$ cat config.mk
export PLATFORM = sky130hd
export DESIGN_NAME = dsp_mac_acc
export DESIGN_NICKNAME = d
export VERILOG_FILES = /design/src/rtl/dsp_pkg.sv /design/src/rtl/dsp_preadd.sv /design/src/rtl/dsp_mac_acc.sv
export SDC_FILE = /design/constraint.sdc
export NUM_CORES = 2
export LEC_CHECK = 0
export BUFFER_PORTS_ARGS = -buffer_cell sky130_fd_sc_hd__buf_2
export CORE_MARGIN = 2
export CORE_UTILIZATION = 57
export CTS_CLUSTER_SIZE = 12
export DETAILED_ROUTE_END_ITERATION = 16
export MAX_ROUTING_LAYER = met4
export PLACE_DENSITY = 0.78
export SYNTH_ARGS = -nofsm -noshare
export SYNTH_HDL_FRONTEND = slang
export SYNTH_SLANG_ARGS = --single-unit
$ cat constraint.sdc
create_clock -name clk -period 6.1 [get_ports clk]
set_input_delay 1.22 -clock clk [delete_from_list [all_inputs] [get_ports clk]]
set_output_delay 1.22 -clock clk [all_outputs]
set_load 0.02 [all_outputs]
$ cat src/rtl/dsp_pkg.sv
// Shared types and helpers for the DSP multiply-accumulate slice:
// pre-adder opcodes, frame FSM states and the overflow-aware adder.
package dsp_pkg;

  typedef enum logic [1:0] {
    PRE_B     = 2'b00,
    PRE_ADD   = 2'b01,
    PRE_SUB   = 2'b10,
    PRE_B_ALT = 2'b11
  } preop_e;

  typedef enum logic {
    ST_IDLE = 1'b0,
    ST_ACC  = 1'b1
  } state_e;

  localparam int SAT_W = 128;

  typedef struct packed {
    logic signed [SAT_W-1:0] sum;
    logic                    ovf;
  } sat_res_t;

  function automatic int pre_width(input int bw, input int dw);
    return ((bw > dw) ? bw : dw) + 1;
  endfunction

  // Adds two values that already fit in 'width' signed bits; the result is
  // clipped or wrapped back into 'width' bits and sign-extended to SAT_W.
  function automatic sat_res_t sat_add(input logic signed [SAT_W-1:0] a,
                                       input logic signed [SAT_W-1:0] b,
                                       input int width,
                                       input logic saturate);
    logic [SAT_W-1:0]        one;
    logic signed [SAT_W-1:0] exact;
    logic signed [SAT_W-1:0] maxv;
    logic signed [SAT_W-1:0] minv;
    logic signed [SAT_W-1:0] shl;
    sat_res_t                res;
    one     = SAT_W'(1);
    exact   = a + b;
    maxv    = $signed((one << (width - 1)) - one);
    minv    = ~maxv;
    shl     = exact <<< (SAT_W - width);
    res.ovf = (exact > maxv) || (exact < minv);
    if (!res.ovf)
      res.sum = exact;
    else if (saturate)
      res.sum = (exact > maxv) ? maxv : minv;
    else
      res.sum = shl >>> (SAT_W - width);
    return res;
  endfunction

endpackage

$ cat src/rtl/dsp_preadd.sv
// Registered pre-adder: sign-extends B and D to one extra bit and forms
// B, D+B or D-B according to the opcode.
module dsp_preadd import dsp_pkg::*; #(
  parameter int B_WIDTH = 18,
  parameter int D_WIDTH = 18
) (
  input  logic                                    clk_i,
  input  logic                                    rst_i,
  input  logic                                    ce_i,
  input  logic [B_WIDTH-1:0]                      b_i,
  input  logic [D_WIDTH-1:0]                      d_i,
  input  logic [1:0]                              preop_i,
  output logic [pre_width(B_WIDTH, D_WIDTH)-1:0]  pre_o
);

  localparam int PW = pre_width(B_WIDTH, D_WIDTH);

  logic signed [PW-1:0] bExt;
  logic signed [PW-1:0] dExt;
  logic signed [PW-1:0] pre_d;
  logic signed [PW-1:0] pre_q;

  assign bExt = PW'($signed(b_i));
  assign dExt = PW'($signed(d_i));

  always_comb begin
    pre_d = bExt;
    case (preop_e'(preop_i))
      PRE_ADD: pre_d = dExt + bExt;
      PRE_SUB: pre_d = dExt - bExt;
      default: pre_d = bExt;
    endcase
  end

  always_ff @(posedge clk_i) begin
    if (rst_i)
      pre_q <= '0;
    else if (ce_i)
      pre_q <= pre_d;
  end

  assign pre_o = pre_q;

endmodule

$ cat src/rtl/dsp_mac_acc.sv
// Pipelined pre-add / multiply / accumulate engine with a frame sequencer
// that dumps a saturated (or wrapped) sum after a programmable product count.
module dsp_mac_acc import dsp_pkg::*; #(
  parameter int A_WIDTH   = 18,
  parameter int B_WIDTH   = 18,
  parameter int D_WIDTH   = 18,
  parameter int P_WIDTH   = 48,
  parameter int MREG      = 1,
  parameter int SATURATE  = 1,
  parameter int LEN_WIDTH = 8
) (
  input  logic                                           clk,
  input  logic                                           RST,
  input  logic                                           CE,
  input  logic                                           start,
  input  logic [LEN_WIDTH-1:0]                           acc_len,
  input  logic                                           in_valid,
  input  logic [A_WIDTH-1:0]                             A,
  input  logic [B_WIDTH-1:0]                             B,
  input  logic [D_WIDTH-1:0]                             D,
  input  logic [1:0]                                     preop,
  output logic [A_WIDTH+pre_width(B_WIDTH, D_WIDTH)-1:0] M,
  output logic [P_WIDTH-1:0]                             P,
  output logic                                           P_valid,
  output logic                                           OVF,
  output logic                                           busy
);

  localparam int PW = pre_width(B_WIDTH, D_WIDTH);
  localparam int MW = A_WIDTH + PW;

  logic [A_WIDTH-1:0]   a1_q;
  logic [B_WIDTH-1:0]   b1_q;
  logic [D_WIDTH-1:0]   d1_q;
  logic [1:0]           op1_q;
  logic                 v1_q;
  logic [A_WIDTH-1:0]   a2_q;
  logic                 v2_q;
  logic [PW-1:0]        pre2;
  logic signed [MW-1:0] prod;
  logic [MW-1:0]        mAcc;
  logic                 vAcc;

  always_ff @(posedge clk) begin
    if (RST) begin
      a1_q  <= '0;
      b1_q  <= '0;
      d1_q  <= '0;
      op1_q <= '0;
      v1_q  <= 1'b0;
      a2_q  <= '0;
      v2_q  <= 1'b0;
    end else if (CE) begin
      a1_q  <= A;
      b1_q  <= B;
      d1_q  <= D;
      op1_q <= preop;
      v1_q  <= in_valid;
      a2_q  <= a1_q;
      v2_q  <= v1_q;
    end
  end

  dsp_preadd #(
    .B_WIDTH(B_WIDTH),
    .D_WIDTH(D_WIDTH)
  ) u_preadd (
    .clk_i  (clk),
    .rst_i  (RST),
    .ce_i   (CE),
    .b_i    (b1_q),
    .d_i    (d1_q),
    .preop_i(op1_q),
    .pre_o  (pre2)
  );

  assign prod = MW'($signed(a2_q)) * MW'($signed(pre2));

  if (MREG != 0) begin : gMreg
    logic [MW-1:0] m_q;
    logic          v3_q;
    always_ff @(posedge clk) begin
      if (RST) begin
        m_q  <= '0;
        v3_q <= 1'b0;
      end else if (CE) begin
        m_q  <= prod;
        v3_q <= v2_q;
      end
    end
    assign mAcc = m_q;
    assign vAcc = v3_q;
  end else begin : gMcomb
    assign mAcc = prod;
    assign vAcc = v2_q;
  end

  assign M = mAcc;

  state_e               state_q;
  logic [LEN_WIDTH-1:0] len_q;
  logic [LEN_WIDTH-1:0] cnt_q;
  logic [P_WIDTH-1:0]   acc_q;
  logic [P_WIDTH-1:0]   p_q;
  logic                 pValid_q;
  logic                 ovf_q;
  sat_res_t             addRes;
  logic [P_WIDTH-1:0]   acc_d;
  logic                 ovf_d;
  logic                 lastProd;

  // A sum whose upper bits are not a clean sign extension of P_WIDTH also
  // counts as overflow, so the whole wide adder result feeds the flag.
  always_comb begin
    addRes   = sat_add(SAT_W'($signed(acc_q)), SAT_W'($signed(mAcc)), P_WIDTH, SATURATE != 0);
    acc_d    = addRes.sum[P_WIDTH-1:0];
    ovf_d    = addRes.ovf
             | (|(addRes.sum[SAT_W-1:P_WIDTH] ^ {(SAT_W-P_WIDTH){addRes.sum[P_WIDTH-1]}}));
    lastProd = (cnt_q == len_q - LEN_WIDTH'(1));
  end

  // Frame sequencer: start always wins and swallows the product at ACC.
  always_ff @(posedge clk) begin
    if (RST) begin
      state_q  <= ST_IDLE;
      len_q    <= '0;
      cnt_q    <= '0;
      acc_q    <= '0;
      p_q      <= '0;
      pValid_q <= 1'b0;
      ovf_q    <= 1'b0;
    end else if (CE) begin
      pValid_q <= 1'b0;
      if (start) begin
        state_q <= ST_ACC;
        len_q   <= (acc_len == '0) ? LEN_WIDTH'(1) : acc_len;
        cnt_q   <= '0;
        acc_q   <= '0;
        ovf_q   <= 1'b0;
      end else if (state_q == ST_ACC && vAcc) begin
        ovf_q <= ovf_q | ovf_d;
        if (lastProd) begin
          p_q      <= acc_d;
          pValid_q <= 1'b1;
          acc_q    <= '0;
          cnt_q    <= '0;
          state_q  <= ST_IDLE;
        end else begin
          acc_q <= acc_d;
          cnt_q <= cnt_q + LEN_WIDTH'(1);
        end
      end
    end
  end

  assign P       = p_q;
  assign P_valid = pValid_q;
  assign OVF     = ovf_q;
  assign busy    = (state_q == ST_ACC);

endmodule

== Word level (Yosys, flattened, before mapping) ==
Index checks and enable logic that the tools add are counted.
Word-level totals
  bits of input ports: 69
  flip-flop bits (word level): 248
  word-level logic and storage cells: 60
  output and inout bits: 88
Operators by class
  bitwise logic cells: 4
  reductions and logical operators: 10
  magnitude comparators: 2
  eq/ne operators: 3
  $mul: 1
  $add $sub $neg: 5
  mux-type cells: 18
Operators by type and width (count)
  128-bit 2-to-1 mux: 2
  48-bit 2-to-1 mux: 3
  80-bit OR reduction: 1
  80-bit XOR: 1
  48-bit by 37-bit adder with 49-bit output: 1
  49-bit by 48-bit > comparator with 1-bit output (second input constant): 1
  49-bit by 48-bit < comparator with 1-bit output (second input constant): 1
  19-bit one-hot mux with 2 select lines: 1
  18-bit by 19-bit multiplier with 37-bit output: 1
  8-bit 2-to-1 mux: 4
  18-bit by 18-bit adder with 19-bit output: 1
  18-bit by 18-bit subtractor with 19-bit output: 1
  8-bit by 1-bit adder with 8-bit output (second input constant): 1
  8-bit == test: 1
  8-bit logical NOT: 1
  1-bit 2-to-1 mux: 8
  8-bit by 1-bit subtractor with 8-bit output (second input constant): 1
  2-bit AND reduction: 2
  4-bit AND reduction: 1
  2-bit nonzero test: 2
  3-bit AND reduction: 1
  2-bit by 1-bit == test with 1-bit output (second input constant): 1
  2-bit == test (second input constant): 1
  1-bit bitwise OR: 2
  other kinds (3): 3

== Depth between registers and ports, before layout ==
  depth in word-level cells: 10
  gate-level depth with buffers: 27
  gate-level depth less buffers: 25

== Hierarchy ==
From an unflattened synthesis, not the netlist that was laid out.
Second synthesis, totals
  cell total of the unflattened synthesis: 3012
  area total of the unflattened synthesis: 26105.0 µm²
By module, submodules not included
  dsp_mac_acc: area each 24044.3 µm², times used 1, cells an instance 2741, seq. area each 4584.4 µm²
  dsp_preadd: area each 2060.7 µm², times used 1, cells an instance 271, seq. area each 380.4 µm²

== Worst setup path after synthesis ==
No wires, ideal clock.
  path type: reg2reg
  start point: reg u_preadd.pre_q[18] (netlist: u_preadd.pre_o[18])
  end point: reg gMreg.m_q[36] (netlist: M[36])
  data required time: 5.983 ns
  path buffers: 2
  arrival: 6.573 ns
  setup slack: -0.590 ns
  setup time: 0.117 ns
  clock period less this slack: 6.690 ns
  cell stages (with the launch flop): 25
  cell sequence: dfxtp_1 clkbuf_1 clkbuf_1 and2_1 fa_1 fa_1 ha_1 inv_1 fa_1 inv_1 fa_1 inv_1 fa_1 inv_1 ha_1 and4_1 and3_1 and2_1 a21bo_2 o21ai_1 o41a_1 a31o_2 a31oi_1 xnor2_1 a22o_1
On the way
  word-level cells in the longest chain between the ends: 1
Ends and longest elaborated chain
  start, declared: line dsp_preadd.sv:21  | logic signed [PW-1:0] pre_q;
  start signal, assigned: line dsp_preadd.sv:39  | pre_q <= pre_d;
  18-bit by 19-bit multiplier with 37-bit output: line dsp_mac_acc.sv:77  | assign prod = MW'($signed(a2_q)) * MW'($signed(pre2));
  end signal, assigned: line dsp_mac_acc.sv:87  | m_q <= prod;
  end, declared: line dsp_mac_acc.sv:80  | logic [MW-1:0] m_q;
No other way between the ends.
A chain may end at the register's enable or synchronous reset.

== Worst setup path after layout ==
  start point: reg u_preadd.pre_q[18] (netlist: u_preadd.pre_o[18])
  end point: reg gMreg.m_q[35] (netlist: M[35])
Same word-level chain as after synthesis.

==> results_dict.tcl <==
set metrics [dict create \
    synth_edf_count 0 \
    grtUsageTotal 0.320 \
    cap_violations 0 \
    synth_area_um2 25900 \
    synthArstFlopShare 0 \
    final.period_utilization 1.01 \
    dr.pass1.iters 6 \
    wl_per_cell_um 18.6 \
    numCtsBuffers 29 \
    rsz0062_at_grt "yes" \
    vdd_drop_max_v 0.000251 \
    clockBufferDepth 3 \
    cp_slowest_stage_delay_ns 0.52 \
    finClkSkew_ns 0.0199 \
    r2r_cells 24 \
    antenna_left 0 \
    hold_ws_ns 0.450 \
    setup_tns_ns -0.0484 \
    grt_pass1_wl_um 117000 \
    num_rows 78 \
    yosys_warnings 0 \
    placed_area_um2 28400 \
    h-tree-depth 1 \
    cp.arrival_ns 6.63 \
    crit_type "register to register" \
    setup-violations-final 1 \
    drc 0 \
    wl_met2_um 35300 \
    yosysTopAreaCellShare 0.268 \
    cts.clk_slew.worst_paths_ns 0.06 \
    leakagePower_nw 14.6 \
    ys.flop_type "dfxtp_1" \
    drive_above_1_share 0.178 \
    core_um2 45100 \
    grt_max_degree 93 \
    vias_per_cell 5.60 \
    wl_met3_um 4370 \
    worst_pin_slew_ns 1.22 \
    syn_nets 3605 \
    final_util 0.671 \
    required_ns 6.58 \
    crit_chain "buf_4 > nand2_2 > inv_2 > fa_2 > buf_6 > fa_1 > inv_2 > fa_1 > inv_1 > fa_1 > fa_1 > inv_1 > fa_1 > inv_2 > ha_4 > and4_4 > nand3_4 > a2111o_1 > a21oi_2 > a2111oi_2 > or3_1 > o21ai_1 > xor2_1 > a22o_1" \
    dp_hpwl_um 57000 \
    totalWireLength_um 72000 \
    fin_ws_ns -0.0484 \
    multi_input_area_um2 19200 \
    io_pins 157 \
    first_global_vias 22800 \
    design.die.area_um2 47100 \
    worstHoldPathType "register to register" \
    die_w_um 217 \
    cp_max_fo 7 \
    register_area_um2 5050 \
    syn_to_final_growth_pct 16.8 \
    p_per_area_nw_per_um2 158 \
    finalMaxSlewViolations 0 \
    maxSlewHeadroom 0.182 \
    violations "negative setup slack" \
    worstSetupStartpointType "register" \
    portBuffers 156 \
    ys_seq_elements 248 \
    report.final.hold_viol_count 0 \
    die_h_um 217 \
    endpoint_kind "register" \
    met1_length_um 29800 \
    crit_top_cell "fa_1" \
    clock_latency_ns 0.59 \
    critPathSlowestCell "fa_2" \
    timing.rr.start "u_preadd.pre_o[18]$_SDFFE_PP0P_" \
    cts_tree "done" \
    design_area_um2 30200 \
    antenna_found_initial 1 \
    gr-total-overflow 0 \
    vias 21700 \
    status "finished, violations left" \
    drt_iter0_markers 1356 \
    yosys-top-cells-area "fa_1 (27%), dfxtp_1 (19%), ha_1 (8.0%), inv_1 (6.5%), nand2_1 (4.9%)" \
    min_period_ns 6.15 \
    nFillCells 3659 \
    cp-startpoint "u_preadd.pre_o[18]$_SDFFE_PP0P_" \
    syn_area_per_cell_um2 8.56 \
    synth_cells 3024 \
    fmax_mhz 163 \
    whs_path_depth 2 \
    highest_layer "met4" \
    yosys.area.top_type "fa_1" \
    cts.sinks 248 \
    synth.yosys.seq_area_share 0.192 \
    cts-root-buf "clkbuf_16" \
    synth.distinct_cells 81 \
    final_nets 3834 \
    place.gp.congestion 0.980 \
    hp-start "P[32]$_SDFFE_PP0P_" \
    start_util 0.574 \
]
## Yosys cell counts, types with 4 or more instances
library cell and count:
o22ai_1 6, o21ai_1 37, and3_1 21, xnor2_1 88
nor2_1 260, nand2_1 339, a21boi_0 6, fa_1 347
o21a_1 11, and2_1 166, buf_6 4, a21oi_1 140
buf_1 13, clkbuf_1 134, nand4_1 10, a21o_1 56
buf_2 4, o21ai_0 108, o21bai_1 8, a31oi_1 19
o31ai_1 10, dfxtp_1 248, nor3_1 31, a311oi_1 10
inv_1 445, mux2i_1 107, o211ai_1 16, a211oi_1 20
or3_1 7, xor2_1 38, nand2b_1 15, and4_1 7
nor4_1 7, nor2b_1 7, ha_1 165, a22oi_1 6
nand3_1 36
## cells in the final DEF, fill, tap and decap left out, types with 20 or more instances in the layout
cell       Yosys  layout
inv_1        445     415
fa_1         347     335
nand2_1      339     330
nor2_1       260     255
dfxtp_1      248     217
buf_4          3     165
buf_2          4     154
and2_1       166     151
ha_1         165     141
a21oi_1      140     133
mux2i_1      107     107
o21ai_0      108      99
xnor2_1       88      88
a21o_1        56      56
o21ai_1       37      39
xor2_1        38      38
nand3_1       36      33
nor3_1        31      30
inv_2          0      29
clkbuf_16      0      29
ha_4           0      23
and3_1        21      20
a211oi_1      20      20
dfxtp_4        0      20
## flip-flops by register name, indices dropped and copies added, names as in the netlist
register        cells
M                  37
v2_q                1
gMreg.v3_q          1
a2_q               18
a1_q               18
OVF                 1
u_preadd.pre_o     19
P_valid             1
d1_q               18
P                  48
acc_q              48
b1_q               18
busy                1
v1_q                1
cnt_q               8
len_q               8
op1_q               2
## where the power goes
part	switching (mW)	internal (mW)
registers	0.0924	1.68
logic	0.706	0.536
clock network	0.745	1.02
## stage by stage
| stage | setup WS [ns] | total power, mW | std cells |
|---|---|---|---|
| 6_report | -0.0484 | 4.78 | 3873 |
| 4_1_cts | -0.0496 | 4.74 | 3852 |
| 2_1_floorplan | -0.0119 | 2.54 | 3024 |
| 3_5_place_dp | -0.303 | 2.95 | 3791 |
| 5_1_grt | -0.197 | 5.00 | 3873 |
| 3_3_place_gp | -0.244 | 2.92 | 3791 |
## layer usage
metal	global-route usage	vias up
met5	-	-
met4	0.103	0
met3	0.0463	174
met2	0.536	678
met1	0.399	10700
li1	-	10200
## cell type report
class | instances | share of cell area
diodes | 1 | 0.0000827
clock buffers | 39 | 0.0269
clock inverters | 11 | 0.00463
inverters | 446 | 0.0555
multi-input cells | 2172 | 0.635
flip-flops and latches | 248 | 0.167
well taps | 600 | 0.0248
repair buffers | 356 | 0.0857
## worst max-delay path: cells and delay by family (launching register included)
| family | cells | cell delay [ns] |
|---|---|---|
| AO/OA/AOI/OAI | 5 | 1.07 |
| XOR/XNOR | 1 | 0.08 |
| adder cells (fa/ha/maj) | 7 | 3.22 |
| buffers and inverters | 7 | 0.55 |
| flip-flops | 1 | 0.38 |
| AND/OR/NAND/NOR | 4 | 0.74 |
## timing repair
action                                  4_1_cts  5_1_grt
pin swaps                                    68      104
setup buffers                                13       23
resized for setup                            94      117
hold buffers                                  0        0
endpoints found under the setup margin       13       15
## kinds of logic after synthesis
logic type,after synthesis,share of synthesized area
AO/OA/AOI/OAI,505,0.123
XOR/XNOR,126,0.0426
adder cells (fa/ha/maj),513,0.348
buffers and inverters,604,0.0893
flip-flops,248,0.192
multiplexers,109,0.0422
AND/OR/NAND/NOR,919,0.162
## path summary, 6_finish.rpt
path	end	slack (ns)
setup / recovery	M[35]$_SDFFE_PP0P_	-0.05
hold reg to reg	P[32]$_SDFFE_PP0P_	0.45
setup reg to reg	M[35]$_SDFFE_PP0P_	-0.05
hold / removal	P[32]$_SDFFE_PP0P_	0.45
(Power assumes the default switching activity.)
